### config.mk
export PLATFORM = sky130hd
export DESIGN_NAME = sd_cmd_phy_flat
export DESIGN_NICKNAME = d
export VERILOG_FILES = /design/src/rtl/sd_cmd_pkg.sv /design/src/rtl/sd_cmd_phy_if.sv /design/src/rtl/sd_crc7.sv /design/src/rtl/sd_cmd_phy.sv /design/src/flat_wrapper.sv
export SDC_FILE = /design/constraint.sdc
export NUM_CORES = 1
export LEC_CHECK = 0
export BUFFER_PORTS_ARGS = -buffer_cell sky130_fd_sc_hd__buf_2
export CELL_PAD_IN_SITES_DETAIL_PLACEMENT = 1
export CELL_PAD_IN_SITES_GLOBAL_PLACEMENT = 1
export CORE_ASPECT_RATIO = 0.6
export CORE_MARGIN = 1.5
export CORE_UTILIZATION = 46
export CTS_CLUSTER_SIZE = 20
export DETAILED_ROUTE_END_ITERATION = 7
export PLACE_DENSITY = 0.91
export SYNTH_ARGS = -nofsm -noshare
export SYNTH_HDL_FRONTEND = slang
export SYNTH_HIERARCHICAL = 1
export SYNTH_SLANG_ARGS = --single-unit
### constraint.sdc
create_clock -name sd_clock -period 3.65 [get_ports sd_clock]
set_input_delay 0.365 -clock sd_clock [delete_from_list [all_inputs] [get_ports sd_clock]]
set_output_delay 0.365 -clock sd_clock [all_outputs]
set_load 0.02 [all_outputs]
### src/rtl/sd_cmd_pkg.sv
// Shared constants, state encoding and the CRC7 step used by the SD CMD-line engine.
package sd_cmd_pkg;
  localparam logic [1:0] RESP_NONE      = 2'b00;
  localparam logic [1:0] RESP_R48       = 2'b01;
  localparam logic [1:0] RESP_R136      = 2'b10;
  localparam logic [1:0] RESP_R48_NOCRC = 2'b11;

  localparam int CMD_LEN  = 48;
  localparam int R48_LEN  = 48;
  localparam int R136_LEN = 136;
  localparam int CRC_LEN  = 40;

  localparam logic [6:0] CRC7_POLY = 7'h09;

  typedef enum logic [2:0] {S_IDLE, S_TX, S_RX_WAIT, S_RX, S_GAP} state_e;

  function automatic logic [6:0] crc7_step(input logic [6:0] crc, input logic b);
    return {crc[5:0], 1'b0} ^ ((b ^ crc[6]) ? CRC7_POLY : 7'h00);
  endfunction
endpackage

### src/rtl/sd_cmd_phy_if.sv
// Command issue / status bundle between the register block (master) and the CMD engine (slave).
interface sd_cmd_phy_if;
  logic         start;
  logic [5:0]   cmd_index;
  logic [31:0]  cmd_arg;
  logic [1:0]   resp_type;
  logic         busy;
  logic         done;
  logic [127:0] resp;
  logic [5:0]   resp_index;
  logic         err_timeout;
  logic         err_crc;
  logic         err_index;
  logic         err_end;

  modport master (output start, cmd_index, cmd_arg, resp_type,
                  input  busy, done, resp, resp_index, err_timeout, err_crc, err_index, err_end);
  modport slave  (input  start, cmd_index, cmd_arg, resp_type,
                  output busy, done, resp, resp_index, err_timeout, err_crc, err_index, err_end);
endinterface

### src/rtl/sd_crc7.sv
// Serial CRC7 (x^7+x^3+1), MSB first, init 0.
module sd_crc7
  import sd_cmd_pkg::*;
(
  input  logic       sd_clock,
  input  logic       reset,
  input  logic       clear,
  input  logic       enable,
  input  logic       bit_in,
  output logic [6:0] crc_out
);
  always_ff @(posedge sd_clock)
    if (!reset || clear) crc_out <= '0;
    else if (enable)     crc_out <= crc7_step(crc_out, bit_in);
endmodule

### src/rtl/sd_cmd_phy.sv
// SD CMD-line engine: shifts out a CRC7-protected command, captures and checks the card response.
module sd_cmd_phy
  import sd_cmd_pkg::*;
#(
  parameter int NCR_TIMEOUT = 64,
  parameter int NCC_GAP     = 8
) (
  input  logic         sd_clock,
  input  logic         reset,
  sd_cmd_phy_if.slave  bus,
  input  logic         cmd_pin_in,
  output logic         cmd_pin_out,
  output logic         cmd_pin_oe
);
  localparam int WW = $clog2(NCR_TIMEOUT + 1);
  localparam int GW = $clog2(NCC_GAP);
  localparam logic [WW-1:0] WAIT_MAX  = WW'(NCR_TIMEOUT);
  localparam logic [GW-1:0] GAP_LAST  = GW'(NCC_GAP - 1);
  localparam logic [GW-1:0] GAP_DONE  = GW'(NCC_GAP - 2);
  localparam logic [5:0]    TX_LAST   = 6'(CMD_LEN - 1);
  localparam logic [5:0]    TX_CRC    = 6'(CRC_LEN - 1);
  localparam logic [7:0]    RX_CRC    = 8'(CRC_LEN);

  state_e        state;
  logic [5:0]    idx_q;
  logic [1:0]    type_q;
  logic [46:0]   tx_sr;
  logic [5:0]    tx_cnt;
  logic [WW-1:0] wait_cnt;
  logic [GW-1:0] gap_cnt;
  logic [7:0]    rx_cnt;
  logic [133:0]  rx_sr;
  logic [134:0]  rx_frame;
  logic [6:0]    crc_tx, crc_rx;
  logic [7:0]    rx_last_cnt;
  logic          rx_last;
  logic          unused_bits;

  logic         busy, done, err_timeout, err_crc, err_index, err_end;
  logic [127:0] resp;
  logic [5:0]   resp_index;

  // rx_frame[k] is frame bit k on the edge that samples the end bit
  assign rx_frame    = {rx_sr, cmd_pin_in};
  assign rx_last_cnt = (type_q == RESP_R136) ? 8'(R136_LEN - 1) : 8'(R48_LEN - 1);
  assign rx_last     = (state == S_RX) && (rx_cnt == rx_last_cnt);
  assign unused_bits = ^rx_frame[133:128];

  // The leading 0 (start bit) leaves a zero CRC unchanged, so clearing on that bit absorbs it.
  sd_crc7 u_crc_tx (
    .sd_clock (sd_clock), .reset (reset),
    .clear    (state == S_IDLE && bus.start),
    .enable   (state == S_TX && tx_cnt < TX_CRC),
    .bit_in   (tx_sr[46]),
    .crc_out  (crc_tx)
  );

  sd_crc7 u_crc_rx (
    .sd_clock (sd_clock), .reset (reset),
    .clear    (state == S_RX_WAIT && !cmd_pin_in),
    .enable   (state == S_RX && rx_cnt < RX_CRC),
    .bit_in   (cmd_pin_in),
    .crc_out  (crc_rx)
  );

  always_ff @(posedge sd_clock) begin
    if (!reset) begin
      state       <= S_IDLE;
      idx_q       <= '0;
      type_q      <= RESP_NONE;
      tx_sr       <= '0;
      tx_cnt      <= '0;
      wait_cnt    <= '0;
      gap_cnt     <= '0;
      rx_cnt      <= '0;
      rx_sr       <= '0;
      cmd_pin_out <= 1'b1;
      cmd_pin_oe  <= 1'b0;
      busy        <= 1'b0;
      done        <= 1'b0;
      resp        <= '0;
      resp_index  <= '0;
      err_timeout <= 1'b0;
      err_crc     <= 1'b0;
      err_index   <= 1'b0;
      err_end     <= 1'b0;
    end else begin
      done <= 1'b0;
      case (state)
        S_IDLE: if (bus.start) begin
          idx_q       <= bus.cmd_index;
          type_q      <= bus.resp_type;
          // bits after the leading 0; CRC slot is patched in at bit 40
          tx_sr       <= {1'b1, bus.cmd_index, bus.cmd_arg, 8'h01};
          tx_cnt      <= '0;
          cmd_pin_out <= 1'b0;
          cmd_pin_oe  <= 1'b1;
          busy        <= 1'b1;
          resp        <= '0;
          resp_index  <= '0;
          err_timeout <= 1'b0;
          err_crc     <= 1'b0;
          err_index   <= 1'b0;
          err_end     <= 1'b0;
          state       <= S_TX;
        end
        S_TX: if (tx_cnt == TX_LAST) begin
          cmd_pin_oe  <= 1'b0;
          cmd_pin_out <= 1'b1;
          wait_cnt    <= WW'(1);
          gap_cnt     <= '0;
          state       <= (type_q == RESP_NONE) ? S_GAP : S_RX_WAIT;
        end else begin
          tx_cnt <= tx_cnt + 1'b1;
          if (tx_cnt == TX_CRC) begin
            cmd_pin_out <= crc_tx[6];
            tx_sr       <= {crc_tx[5:0], 1'b1, 40'h0};
          end else begin
            cmd_pin_out <= tx_sr[46];
            tx_sr       <= {tx_sr[45:0], 1'b0};
          end
        end
        S_RX_WAIT: if (!cmd_pin_in) begin
          rx_sr  <= '0;
          rx_cnt <= 8'd1;
          state  <= S_RX;
        end else if (wait_cnt == WAIT_MAX) begin
          err_timeout <= 1'b1;
          gap_cnt     <= '0;
          state       <= S_GAP;
        end else begin
          wait_cnt <= wait_cnt + 1'b1;
        end
        S_RX: begin
          rx_sr <= rx_frame[133:0];
          if (rx_last) begin
            if (type_q == RESP_R136) begin
              resp    <= {8'h00, rx_frame[127:8]};
              err_end <= rx_frame[134] | ~rx_frame[0];
            end else begin
              resp       <= {96'h0, rx_frame[39:8]};
              resp_index <= rx_frame[45:40];
              err_end    <= rx_frame[46] | ~rx_frame[0];
              if (type_q == RESP_R48) begin
                err_crc   <= (crc_rx != rx_frame[7:1]);
                err_index <= (rx_frame[45:40] != idx_q);
              end
            end
            gap_cnt <= '0;
            state   <= S_GAP;
          end else begin
            rx_cnt <= rx_cnt + 1'b1;
          end
        end
        S_GAP: if (gap_cnt == GAP_LAST) begin
          busy  <= 1'b0;
          state <= S_IDLE;
        end else begin
          gap_cnt <= gap_cnt + 1'b1;
          done    <= (gap_cnt == GAP_DONE);
        end
        default: state <= S_IDLE;
      endcase
    end
  end

  assign bus.busy        = busy;
  assign bus.done        = done;
  assign bus.resp        = resp;
  assign bus.resp_index  = resp_index;
  assign bus.err_timeout = err_timeout;
  assign bus.err_crc     = err_crc;
  assign bus.err_index   = err_index;
  assign bus.err_end     = err_end;
endmodule
### src/flat_wrapper.sv
// flat-port wrapper written by rule: the top's interface ports become plain ports
module sd_cmd_phy_flat import sd_cmd_pkg::*;
#(
  parameter int NCR_TIMEOUT = 64,
  parameter int NCC_GAP     = 8
)
  (sd_clock, reset, cmd_pin_in, cmd_pin_out, cmd_pin_oe, bus_start, bus_cmd_index, bus_cmd_arg, bus_resp_type, bus_busy, bus_done, bus_resp, bus_resp_index, bus_err_timeout, bus_err_crc, bus_err_index, bus_err_end);
  sd_cmd_phy_if bus_i ();
  input  logic sd_clock;
  input  logic reset;
  input  logic cmd_pin_in;
  output logic cmd_pin_out;
  output logic cmd_pin_oe;
  input wire logic [$bits(bus_i.start)-1:0] bus_start;
  input wire logic [$bits(bus_i.cmd_index)-1:0] bus_cmd_index;
  input wire logic [$bits(bus_i.cmd_arg)-1:0] bus_cmd_arg;
  input wire logic [$bits(bus_i.resp_type)-1:0] bus_resp_type;
  output wire logic [$bits(bus_i.busy)-1:0] bus_busy;
  output wire logic [$bits(bus_i.done)-1:0] bus_done;
  output wire logic [$bits(bus_i.resp)-1:0] bus_resp;
  output wire logic [$bits(bus_i.resp_index)-1:0] bus_resp_index;
  output wire logic [$bits(bus_i.err_timeout)-1:0] bus_err_timeout;
  output wire logic [$bits(bus_i.err_crc)-1:0] bus_err_crc;
  output wire logic [$bits(bus_i.err_index)-1:0] bus_err_index;
  output wire logic [$bits(bus_i.err_end)-1:0] bus_err_end;
  assign bus_i.start = bus_start;
  assign bus_i.cmd_index = bus_cmd_index;
  assign bus_i.cmd_arg = bus_cmd_arg;
  assign bus_i.resp_type = bus_resp_type;
  assign bus_busy = bus_i.busy;
  assign bus_done = bus_i.done;
  assign bus_resp = bus_i.resp;
  assign bus_resp_index = bus_i.resp_index;
  assign bus_err_timeout = bus_i.err_timeout;
  assign bus_err_crc = bus_i.err_crc;
  assign bus_err_index = bus_i.err_index;
  assign bus_err_end = bus_i.err_end;
  sd_cmd_phy #(.NCR_TIMEOUT(NCR_TIMEOUT), .NCC_GAP(NCC_GAP)) u_core (.sd_clock(sd_clock), .reset(reset), .bus(bus_i), .cmd_pin_in(cmd_pin_in), .cmd_pin_out(cmd_pin_out), .cmd_pin_oe(cmd_pin_oe));
endmodule
-- Word level (Yosys, flattened, before mapping)
Cells that the tools add are included.
- register bits: 372
- input port bits: 44
- output and inout bits: 142
- magnitude comparators: 2
- multiplexer cells: 63
- add/subtract/negate cells: 4
- equality and inequality tests: 28
- bitwise gates (word level): 9
- reduce and logical (&&, ||, !) cells: 33
- operators by type and width (cell ; number):
    $pmux W134 S2 ; 1
    $mux W128 ; 2
    $pmux W128 S2 ; 1
    $mux W47 ; 3
    $mux W134 ; 1
    $mux W120 ; 1
    $pmux W47 S2 ; 1
    $mux W3 ; 12
    $mux W6 ; 4
    $mux W8 ; 3
    $pmux W6 S2 ; 2
    $ne A2 B2 Y1 const B ; 11
    $mux W7 ; 3
    $mux W1 ; 16
    $pmux W8 S2 ; 1
    $pmux W3 S5 ; 1
    $reduce_and A3 Y1 ; 5
    $pmux W1 S2 ; 7
    $pmux W7 S2 ; 1
    $xor A7 B4 Y7 ; 2
    $eq A6 B6 Y1 const B ; 2
    $pmux W3 S4 ; 1
    $reduce_and A4 Y1 ; 3
    $reduce_bool A2 Y1 ; 6
    31 further kinds ; 49

-- Logic depth before layout (Yosys ltp)
- depth in word-level cells: 6
- mapped depth: 10
- mapped depth without buffers: 7

-- By module
The synthesis kept the hierarchy.
- modules (own cells, without submodules) (module ; instances ; area an instance (um2) ; cells an instance):
    sd_cmd_phy ; 1 ; 13220.2 ; 1524
    sd_crc7 ; 2 ; 297.8 ; 28

-- Worst setup path before layout
Ideal clock, no wire load.
- kind: reg-to-reg
- start: reg u_core.state[1]
- end: reg u_core.u_crc_rx.crc_out[3]
- clock period less this slack: 2231 ps
- required time: 3530 ps
- stages on the path, launching flop included: 10
- data arrival time: 2111 ps
- path buffers: 4
- path slack: 1419 ps
- cells stage by stage: dfxtp_1 and3b_1 clkbuf_1 clkbuf_1 clkbuf_1 nand2_1 nor3_1 buf_2 nor3b_1 a211o_1
- longest elaborated chain between the ends: 3
- RTL lines (what ; line ; source):
    start: declaration ; sd_cmd_phy.sv:24 ; state_e state;
    start signal: assignment ; sd_cmd_phy.sv:112 ; state <= (type_q == RESP_NONE) ? S_GAP : S_RX_WAIT;
    $eq A3 B2 Y1 ; sd_cmd_phy.sv:60 ; .clear (state == S_RX_WAIT && !cmd_pin_in),
    $logic_and A1 B1 Y1 ; sd_cmd_phy.sv:60 ;
    $logic_or A1 B1 Y1 ; sd_crc7.sv:13 ; if (!reset || clear) crc_out <= '0;
    end signal: assignment ; sd_crc7.sv:14 ; else if (enable) crc_out <= crc7_step(crc_out, bit_in);
    end: declaration ; sd_crc7.sv:10 ; output logic [6:0] crc_out
Parallel ways exist; a longest one is shown, timed or not.
A chain may end at the register's enable or synchronous reset.

-- Worst setup path after layout
- start: reg u_core.state[1]
- end: reg u_core.tx_sr[20]
- longest elaborated chain between the ends: 3
- RTL lines (what ; line ; source):
    $eq A3 B1 Y1 / $logic_not A3 Y1 (equally long branches) ; sd_cmd_phy.sv:89 ; case (state)
    $ne A2 B2 Y1 (no source line) / $reduce_bool A2 Y1 (equally long branches) ; - ;
    $reduce_and A3 Y1 (no source line) ; - ;
    end signal: assignment ; sd_cmd_phy.sv:94 ; tx_sr <= {1'b1, bus.cmd_index, bus.cmd_arg, 8'h01};
    end signal: assignment ; sd_cmd_phy.sv:117 ; tx_sr <= {crc_tx[5:0], 1'b1, 40'h0};
    end signal: assignment ; sd_cmd_phy.sv:120 ; tx_sr <= {tx_sr[45:0], 1'b0};
    end: declaration ; sd_cmd_phy.sv:27 ; logic [46:0] tx_sr;
Parallel ways exist; a longest one is shown, timed or not.

==> impl_metrics.tcl <==
set metrics [dict create \
    synthFlopType "dfxtp_1" \
    cts.sinks 364 \
    cts_hold_buf 0 \
    reg2reg_depth 5 \
    violations "design-rule violations" \
    drc 17 \
    cts_buffers 35 \
    clock_path_buffers 3 \
    area_growth_pct 16.0 \
    ys_types 63 \
    groute.usage.overall_pct 25.2 \
    rsz0062_at_grt "false" \
    ys_seq_area_share_pct 52.7 \
    slew_violations 0 \
    die_y_um 137 \
    layout.nets 1723 \
    clock_power_share_pct 45.4 \
    setup_viol 0 \
    crit_arrival_ns 3.32 \
    tightest_slew_ns 0.959 \
    p_switching_uw 2190 \
    wirelength_um 39900 \
    status "finished with violations" \
    crit_end "u_core/tx_sr[20]$_SDFFE_PN0P_" \
    cp-end-kind "flop" \
    antenna_found_initial 0 \
    ys_top_cells_by_count "364 x dfxtp_1, 224 x nor2_1, 180 x nand2_1, 140 x o21ai_0, 128 x a22oi_1" \
    syn_inst 1580 \
    post_cts_resize_count 0 \
    yosys.area.top_type "dfxtp_1" \
    setup.worst_path.start_class "flop" \
    multi_input_area_um2 5850 \
    num_vias 12225 \
    path_max_fanout 33 \
    die_x_um 227 \
    clk_pin_slew_ns 0.07 \
    seqPwrFrac_pct 46.4 \
    cts-root-buf "clkbuf_16" \
    combPwrFrac_pct 8.2 \
    netlist_area_um2 13800 \
    r2r_slack_ns 0.71 \
    finalCritPeriodShare_pct 80.5 \
    wl_per_cell_um 19.1 \
    synth_top_area_share_pct 52.7 \
    gp_congestion 0.836 \
    synthArstFlopShare_pct 0 \
    ys_warn_count 6 \
    grt-ovfl-total 0 \
    relSlewSlack_pct 36.0 \
    dieArea_um2 31100 \
    avgSynthCellArea_um2 8.74 \
    hold_path.class "input port to flop" \
    core_area_um2 29100 \
    dr.pass1.iters 8 \
    synth_edf_count 0 \
    viasPerCell 5.83 \
    r2r-end "u_core/tx_sr[20]$_SDFFE_PN0P_" \
    setup_tns_ns 0 \
    cp-startpoint "u_core/state[1]$_SDFFE_PN0P_" \
    pre_cts_slack_ns 0.858 \
    hold_start "bus_cmd_arg[1]" \
    clk_latency_ns 0.53 \
    placed_area_um2 14800 \
    drive_gt1_share_pct 16.1 \
    grt_max_degree 126 \
    sw_frac_of_total_pct 24.6 \
    intPower_uw 6720 \
    skew_ns 0.0164 \
    finalWorstSetupSlack_ns 0.712 \
    p_leak_uw 0.00618 \
    final-seq-area_um2 7290 \
    vdd_drop_max_mv 0.286 \
    ioPinCount 186 \
    required_ns 4.03 \
    cts_tree "yes" \
    initial_core_util_pct 47.4 \
    grt_pass1_wl_um 63600 \
    hold_viol_final 0 \
    nFillCells 3437 \
    reg2reg_from "u_core/state[1]$_SDFFE_PN0P_" \
    period_needed_ns 2.94 \
    cts_setup_buffers 0 \
    grt_pass1_vias 12127 \
    synthTopCellsByArea "dfxtp_1 53%, a22oi_1 7.0%, nor2_1 6.1%" \
    drt-initial-drc-count 1150 \
    rows 48 \
    worstSetupPathType "flop to flop" \
    final_area_um2 16000 \
    ys_seq_elements 364 \
    yosysMostFrequentCell "dfxtp_1" \
    antenna_left 0 \
    cts_max_level 2 \
    fmax_ghz 0.340 \
    drv_cap 0 \
    powerDensity_nw_per_um2 556 \
    post-dp-hpwl_um 24500 \
    diodes 0 \
    io_buffers 177 \
]
-- cells in the final DEF, fill, tap and decap left out, types with 5 or more instances in the layout --
master / instances
dfxtp_1: 364
nor2_1: 224
nand2_1: 180
buf_2: 176
o21ai_0: 140
a22oi_1: 128
nand3_1: 112
a21oi_1: 45
clkbuf_16: 36
nand4_1: 36
a222oi_1: 24
mux2i_1: 21
nor3_1: 19
buf_4: 16
xnor2_1: 13
a31oi_1: 12
xor2_1: 11
inv_1: 9
conb_1: 8
clkbuf_8: 7
bufinv_16: 7
and2_1: 7
o221ai_1: 7
ha_1: 7
clkbuf_1: 5
a211oi_1: 5
and3_1: 5
-- power groups by stage --
stage	Sequential, µW	Clock [µW]	Combinational [µW]
floorplan	4200	0	553
global placement	4210	0	677
detailed placement	4220	0	706
CTS	4130	4110	718
global route	4140	4270	795
finish	4130	4050	733
-- worst max-delay path: stages, from the launching register on --
cell      delay (ns)
dfxtp_1         0.48
or4b_1          0.95
nand2_2         0.29
nand2_2         0.41
a222oi_1        0.55
nor2_1          0.10
-- per-stage QoR --
step | std cells | hold WS [ns] | util (%) | total power [µW]
after floorplan | 1587 | 0.432 | - | 4750
after global placement | 2035 | 0.440 | 50.6 | 4890
after detailed placement | 2035 | 0.450 | 50.6 | 4920
after CTS | 2096 | 0.0616 | 55.0 | 8960
after global routing | 2096 | 0.0662 | 55.0 | 9210
final | 2096 | 0.0764 | 55.0 | 8910
-- worst min-delay path by stage --
stage                                             endpoint  slack (ns)  cells past startpoint
after floorplan               u_core/tx_sr[7]$_SDFFE_PN0P_        0.43                      2
after global placement        u_core/tx_sr[6]$_SDFFE_PN0P_        0.44                      2
after detailed placement  u_core/bus.resp[75]$_SDFFE_PN0P_        0.45                      2
after CTS                     u_core/tx_sr[9]$_SDFFE_PN0P_        0.06                      3
after global routing          u_core/tx_sr[9]$_SDFFE_PN0P_        0.07                      3
final                         u_core/tx_sr[9]$_SDFFE_PN0P_        0.08                      3
-- layer usage --
layer / vias up / track usage [%] / part of all wire [%]
li1: 5739 / - / -
met1: 6073 / 34.9 / 46
met2: 348 / 39.8 / 46
met3: 65 / 4.65 / 5.4
met4: 0 / 8.22 / 2.0
met5: - / 0 / 0
-- cell type report --
| cell class | instances | area share, % |
|---|---|---|
| clock buffer | 48 | 6.34 |
| clock inverter | 13 | 1.63 |
| inverter | 11 | 0.289 |
| multi-input combinational | 1064 | 36.5 |
| sequential | 364 | 45.5 |
| tap | 400 | 3.12 |
| timing repair buffer | 196 | 6.69 |
-- flip-flops by register name (all words and copies together) (netlist names), 7 cells and up --
name / cells
u_core/wait_cnt: 7
u_core/u_crc_tx/crc_out: 7
u_core/tx_sr: 47
u_core/bus.resp: 120
u_core/rx_sr: 134
u_core/u_crc_rx/crc_out: 7
u_core/rx_cnt: 8
-- logic make-up after synthesis --
logic type	count (synthesis)	synth area share [%]
compound gates	385	18.2
xor+xnor	24	1.52
fa+ha+maj	7	0.634
buf+inv	159	5.23
flops	364	52.7
mux	21	1.52
other cells	1	0.0271
simple gates	619	20.1
Note: power is estimated with default switching activity, not from simulation.
